**src/rtl/im_loader_pkg.sv**
```systemverilog
// Shared definitions for the instruction-memory loader and the IM write port.
// Define IM_LOADER_CKSUM_EN to include the trailing XOR checksum byte.
package im_loader_pkg;

    localparam int unsigned IM_DEPTH = 1024;
    localparam int unsigned IM_AW    = 10;
    localparam int unsigned LEN_W    = 11;
    localparam int unsigned BYTE_W   = 8;
    localparam int unsigned WORD_W   = 32;

    typedef enum logic [2:0] {
        IDLE  = 3'd0,
        RECV  = 3'd1,
        WRITE = 3'd2,
`ifdef IM_LOADER_CKSUM_EN
        CKSUM = 3'd3,
`endif
        DONE  = 3'd4
    } state_t;

    // Requested word counts beyond the memory depth clamp to a full load.
    function automatic logic [LEN_W-1:0] sat_len(input logic [LEN_W-1:0] len);
        return (len > LEN_W'(IM_DEPTH)) ? LEN_W'(IM_DEPTH) : len;
    endfunction

endpackage

```
**src/rtl/im_loader_byte_packer.sv**
```systemverilog
// Big-endian byte-to-word assembler: 2-bit byte counter plus 32-bit shift register.
module byte_packer
    import im_loader_pkg::*;
(
    input  logic              clk,
    input  logic              reset,
    input  logic              clr,
    input  logic              shift_en,
    input  logic [BYTE_W-1:0] din,
    output logic              last_c,
    output logic [WORD_W-1:0] word
);

    logic [1:0] cnt;

    // Earlier bytes move toward the MSB, so the first byte ends in [31:24].
    always_ff @(posedge clk or negedge reset) begin
        if (!reset) begin
            cnt  <= '0;
            word <= '0;
        end else if (clr) begin
            cnt  <= '0;
        end else if (shift_en) begin
            cnt  <= cnt + 2'd1;
            word <= {word[WORD_W-BYTE_W-1:0], din};
        end
    end

    assign last_c = (cnt == 2'd3);

endmodule

```
**src/rtl/im_loader.sv**
```systemverilog
// Streams program bytes into instruction memory, one 32-bit word per write.
// Define IM_LOADER_CKSUM_EN to expect and verify a trailing XOR checksum byte.
module im_loader
    import im_loader_pkg::*;
(
    input  logic              clk,
    input  logic              reset,
    input  logic              start,
    input  logic [LEN_W-1:0]  load_len,
    input  logic              byte_valid,
    input  logic [BYTE_W-1:0] byte_data,
    output logic              byte_ready,
    output logic              im_we,
    output logic [IM_AW-1:0]  im_addr,
    output logic [WORD_W-1:0] im_wdata,
    output logic              busy,
    output logic              done,
    output logic              cksum_err
);

    state_t           state, state_d;
    logic [LEN_W-1:0] len_q, len_d, wcnt, wcnt_d, wnext;
    logic [IM_AW-1:0] addr_d;
    logic             we_d, ready_d, busy_d, done_d;
    logic             accept, pk_clr, pk_shift, pk_last;

    assign accept   = byte_valid && byte_ready;
    assign pk_shift = accept && (state == RECV);
    assign wnext    = wcnt + LEN_W'(1);

`ifdef IM_LOADER_CKSUM_EN
    logic [BYTE_W-1:0] xor_q, xor_d;
    logic              err_d;
`endif

    byte_packer u_packer (
        .clk      (clk),
        .reset    (reset),
        .clr      (pk_clr),
        .shift_en (pk_shift),
        .din      (byte_data),
        .last_c   (pk_last),
        .word     (im_wdata)
    );

    // Next-state and next-output computation; all outputs are registered below.
    always_comb begin
        state_d = state;
        len_d   = len_q;
        wcnt_d  = wcnt;
        addr_d  = im_addr;
        we_d    = 1'b0;
        pk_clr  = 1'b0;
`ifdef IM_LOADER_CKSUM_EN
        xor_d   = xor_q;
        err_d   = cksum_err;
`endif
        case (state)
            IDLE: begin
                if (start) begin
                    len_d  = sat_len(load_len);
                    wcnt_d = '0;
                    pk_clr = 1'b1;
`ifdef IM_LOADER_CKSUM_EN
                    xor_d  = '0;
                    err_d  = 1'b0;
`endif
                    state_d = (sat_len(load_len) == '0) ? DONE : RECV;
                end
            end
            RECV: begin
                if (accept) begin
`ifdef IM_LOADER_CKSUM_EN
                    xor_d = xor_q ^ byte_data;
`endif
                    if (pk_last) begin
                        state_d = WRITE;
                        we_d    = 1'b1;
                        addr_d  = wcnt[IM_AW-1:0];
                    end
                end
            end
            WRITE: begin
                wcnt_d = wnext;
                if (wnext == len_q) begin
`ifdef IM_LOADER_CKSUM_EN
                    state_d = CKSUM;
`else
                    state_d = DONE;
`endif
                end else begin
                    state_d = RECV;
                end
            end
`ifdef IM_LOADER_CKSUM_EN
            CKSUM: begin
                if (accept) begin
                    err_d   = (byte_data != xor_q);
                    state_d = DONE;
                end
            end
`endif
            DONE:    state_d = IDLE;
            default: state_d = IDLE;
        endcase

        ready_d = (state_d == RECV);
        busy_d  = (state_d == RECV) || (state_d == WRITE);
`ifdef IM_LOADER_CKSUM_EN
        ready_d = ready_d || (state_d == CKSUM);
        busy_d  = busy_d  || (state_d == CKSUM);
`endif
        done_d  = (state_d == DONE);
    end

    always_ff @(posedge clk or negedge reset) begin
        if (!reset) begin
            state      <= IDLE;
            len_q      <= '0;
            wcnt       <= '0;
            im_addr    <= '0;
            im_we      <= 1'b0;
            byte_ready <= 1'b0;
            busy       <= 1'b0;
            done       <= 1'b0;
        end else begin
            state      <= state_d;
            len_q      <= len_d;
            wcnt       <= wcnt_d;
            im_addr    <= addr_d;
            im_we      <= we_d;
            byte_ready <= ready_d;
            busy       <= busy_d;
            done       <= done_d;
        end
    end

`ifdef IM_LOADER_CKSUM_EN
    always_ff @(posedge clk or negedge reset) begin
        if (!reset) begin
            xor_q     <= '0;
            cksum_err <= 1'b0;
        end else begin
            xor_q     <= xor_d;
            cksum_err <= err_d;
        end
    end
`else
    assign cksum_err = 1'b0;
`endif

endmodule
```
**config.mk**
```make
export PLATFORM = sky130hd
export DESIGN_NAME = im_loader
export DESIGN_NICKNAME = d
export VERILOG_FILES = /design/src/rtl/im_loader_pkg.sv /design/src/rtl/im_loader_byte_packer.sv /design/src/rtl/im_loader.sv
export SDC_FILE = /design/constraint.sdc
export NUM_CORES = 1
export LEC_CHECK = 0
export ABC_AREA = 0
export ABC_CLOCK_PERIOD_IN_PS = 5750
export CAP_MARGIN = 20
export CORE_MARGIN = 3
export CORE_UTILIZATION = 50
export DETAILED_ROUTE_END_ITERATION = 8
export DONT_BUFFER_PORTS = 1
export MAX_ROUTING_LAYER = met4
export SLEW_MARGIN = 5
export SYNTH_ARGS = -nofsm -noshare
export SYNTH_HDL_FRONTEND = slang
export SYNTH_HIERARCHICAL = 1
export SYNTH_SLANG_ARGS = --single-unit
```
**constraint.sdc**
```tcl
create_clock -name clk -period 5.75 [get_ports clk]
set_input_delay 0.8625 -clock clk [delete_from_list [all_inputs] [get_ports clk]]
set_output_delay 0.8625 -clock clk [all_outputs]
set_load 0.01 [all_outputs]
```
==> results.toml <==
[cells_and_area]
final_area_sq_mm = 0.00361
finalNetCount = 325
final_layout_size_suffix_gt1_share_pct = 18.4
final_common_cell = "dfrtp_1"
diodes = 0
final_cell_mix = "dfrtp_1, nand2_1, mux2_4, o21ai_0, nor2_1"
area_growth_pct = 4.83
fin_cells = 382
utilization_pct = 55.3

[sta]
tightest_slew_ps = 568
hold_viol = 0
period_share_pct = 44.1
finalMaxSlewViolations = 0
rsz0062_at_grt = "no"
max_slew_margin_pct = 62.1
setup_violations = 0
max_freq_mhz = 394
period_needed_ps = 2540
finalClockSkew_ps = 10.1
tns_ps = 0

[synthesis]
synth_nets = 329
syn_area_sq_mm = 0.00345
yosysTopAreaCell = "dfrtp_1"
synth_top_area_share_pct = 53.0
synthArstFlopShare_pct = 100
synth_area_per_cell_sq_um = 11.3
yosysSeqAreaShare_pct = 53.0
synth_flop_cell = "dfrtp_1"
ys_ff_latch = 73
yosys.cell_types.count = 45
synth_area_leaders = "dfrtp_1, mux2_4, nand2_1"
synth_cells = 304
ys_warn_count = 6
synth_edf_count = 0

[flow_run]
cap_violations = 0

[placement]
io_buffers = 0
post_dp_cell_area_sq_mm = 0.00343
routabilityCongestion = 0.838
dp.cells = 366
hpwl_um = 4360

[cts]
cts.sinks = 73
clock-root-buffer = "clkbuf_8"
clk_path_buf_depth = 2
clock_latency_ps = 340
clk_pin_slew_worst_paths_ps = 90
post_cts_buffers = 0
htreeDepth = 3
cts_tree = "built"
ctsResizeCount = 0
hold_buffers = 0
cts_buffers = 9

[floorplanning]
dieArea_sq_mm = 0.00793
die_h_um = 89.0
io_pins = 70
rows = 29
coreArea_sq_mm = 0.00653
start_util_pct = 52.8
fp.dieW_um = 89.0

[grt]
grt_usage_pct = 18.2
grtUsageMet2_pct = 23.8
grt_pass1_wl_um = 10500
antenna_found_initial = 0
top_usage_layer = "met1"
grt_use_met3_pct = 4.61
grt_max_degree = 74
grt.met1_usage_pct = 26.4
grt_pass1_vias = 2051
gr-total-overflow = 0

[worst_setup_path]
crit_type = "reg -> reg"
reg2reg_from = "wcnt[0]"
path_cells = "ha_1 -> nand2_1 -> nor4_2 -> xnor2_1 -> nand4_1 -> or4_1 -> o21ai_0"
worstReg2RegEnd = "done"
cpPeakStageDelay_ps = 560
cp.required_ps = 6000
cp_slowest_cell = "or4_1"
arrival_ps = 2790
r2r_cells = 7
r2r_slack_ps = 3210
end_kind = "flop"
startpoint_type = "flop"
path_max_fanout = 7

[drt]
routedWlPerCell_um = 16.5
drtAntennaViolNets = 0
via_per_inst = 5.38
first_pass_iters = 4
vias = 2056
initialDrtViolationCount = 76
drc = 0
routed_wirelength_um = 6310

[power]
ir_drop_uv = 307
p_total_w = 0.00179
power_density_mw_per_mm2 = 495
p_leak_nw = 1.69

[min_path]
min-delay-path-class = "in -> async"

[run_status]
status = "complete, no violations"
[how the worst max path moves through the flow]
stage               startpoint                end  slack (ps)  cells past startpoint
floorplan              wcnt[0]               done        3660                      7
detailed placement       start  u_packer/word[20]        3270                      6
global placement         start  u_packer/word[20]        3320                      6
global route           wcnt[0]               done        3090                      7
CTS                    wcnt[0]               done        3270                      7
finish                 wcnt[0]               done        3210                      7
[stage by stage]
| stage | worst slack (ps) | hold slack (ps) |
|---|---|---|
| after floorplan | 3660 | 462 |
| after global placement | 3320 | 484 |
| after detailed placement | 3270 | 488 |
| after CTS | 3270 | 187 |
| after global routing | 3090 | 172 |
| final | 3210 | 205 |
[sequential cells by signal (all words and copies together) (netlist names)]
signal / count
busy: 1
u_packer/cnt: 2
im_we: 1
done: 1
im_addr: 10
u_packer/word: 32
state: 3
byte_ready: 1
wcnt: 11
len_q: 11
[worst max-delay path, delay by kind of cell (launching register included)]
kind,cells,cell delay [ps]
simple gates,4,1330
fa+ha+maj,1,340
xor+xnor,1,170
flops,1,490
compound gates,1,100
[layout make-up]
cell class	count	area, sq um
clock inverter	6	48.8
fill	577	2920
sequential	73	1830
inverter	5	18.8
tap	77	96.3
timing repair buffer	2	15.0
clock buffer	10	138
multi-input combinational	209	1470
[cell usage after synthesis (3+ instances only)]
cell type	count
nand4_1	3
nand2b_1	10
nor2_1	14
dfrtp_1	73
buf_2	3
nand2_1	55
xor2_1	9
clkbuf_1	8
inv_1	4
nand3_1	8
mux2_4	30
a21oi_1	4
a22o_1	3
and3_1	3
o21ai_0	29
xnor2_1	6
buf_12	3
nor3_1	3
[routing by layer]
metal	wire length, um	share of wire, %	up-vias
li1	-	-	1029
met1	3130	50	972
met2	2750	44	49
met3	344	5.5	6
met4	81	1.3	0
met5	0	0	-
[cell families after synthesis]
logic type               after synthesis  synth area share [%]
multiplexers                          34                  14.3
XOR/XNOR                              15                  3.81
adder cells (fa/ha/maj)                2                 0.726
buffers and inverters                 22                  4.36
AO/OA/AOI/OAI                         45                  7.80
flip-flops                            73                  53.0
other                                  1                 0.109
AND/OR/NAND/NOR                      112                  15.9
[report_power, final]
group | switching (W) | internal [W] | leakage [nW]
Sequential | 0.000230 | 0.000694 | 0.928
Clock | 0.000198 | 0.000173 | 0.0859
Combinational | 0.000190 | 0.000304 | 0.677
(Power assumes the default switching activity.)
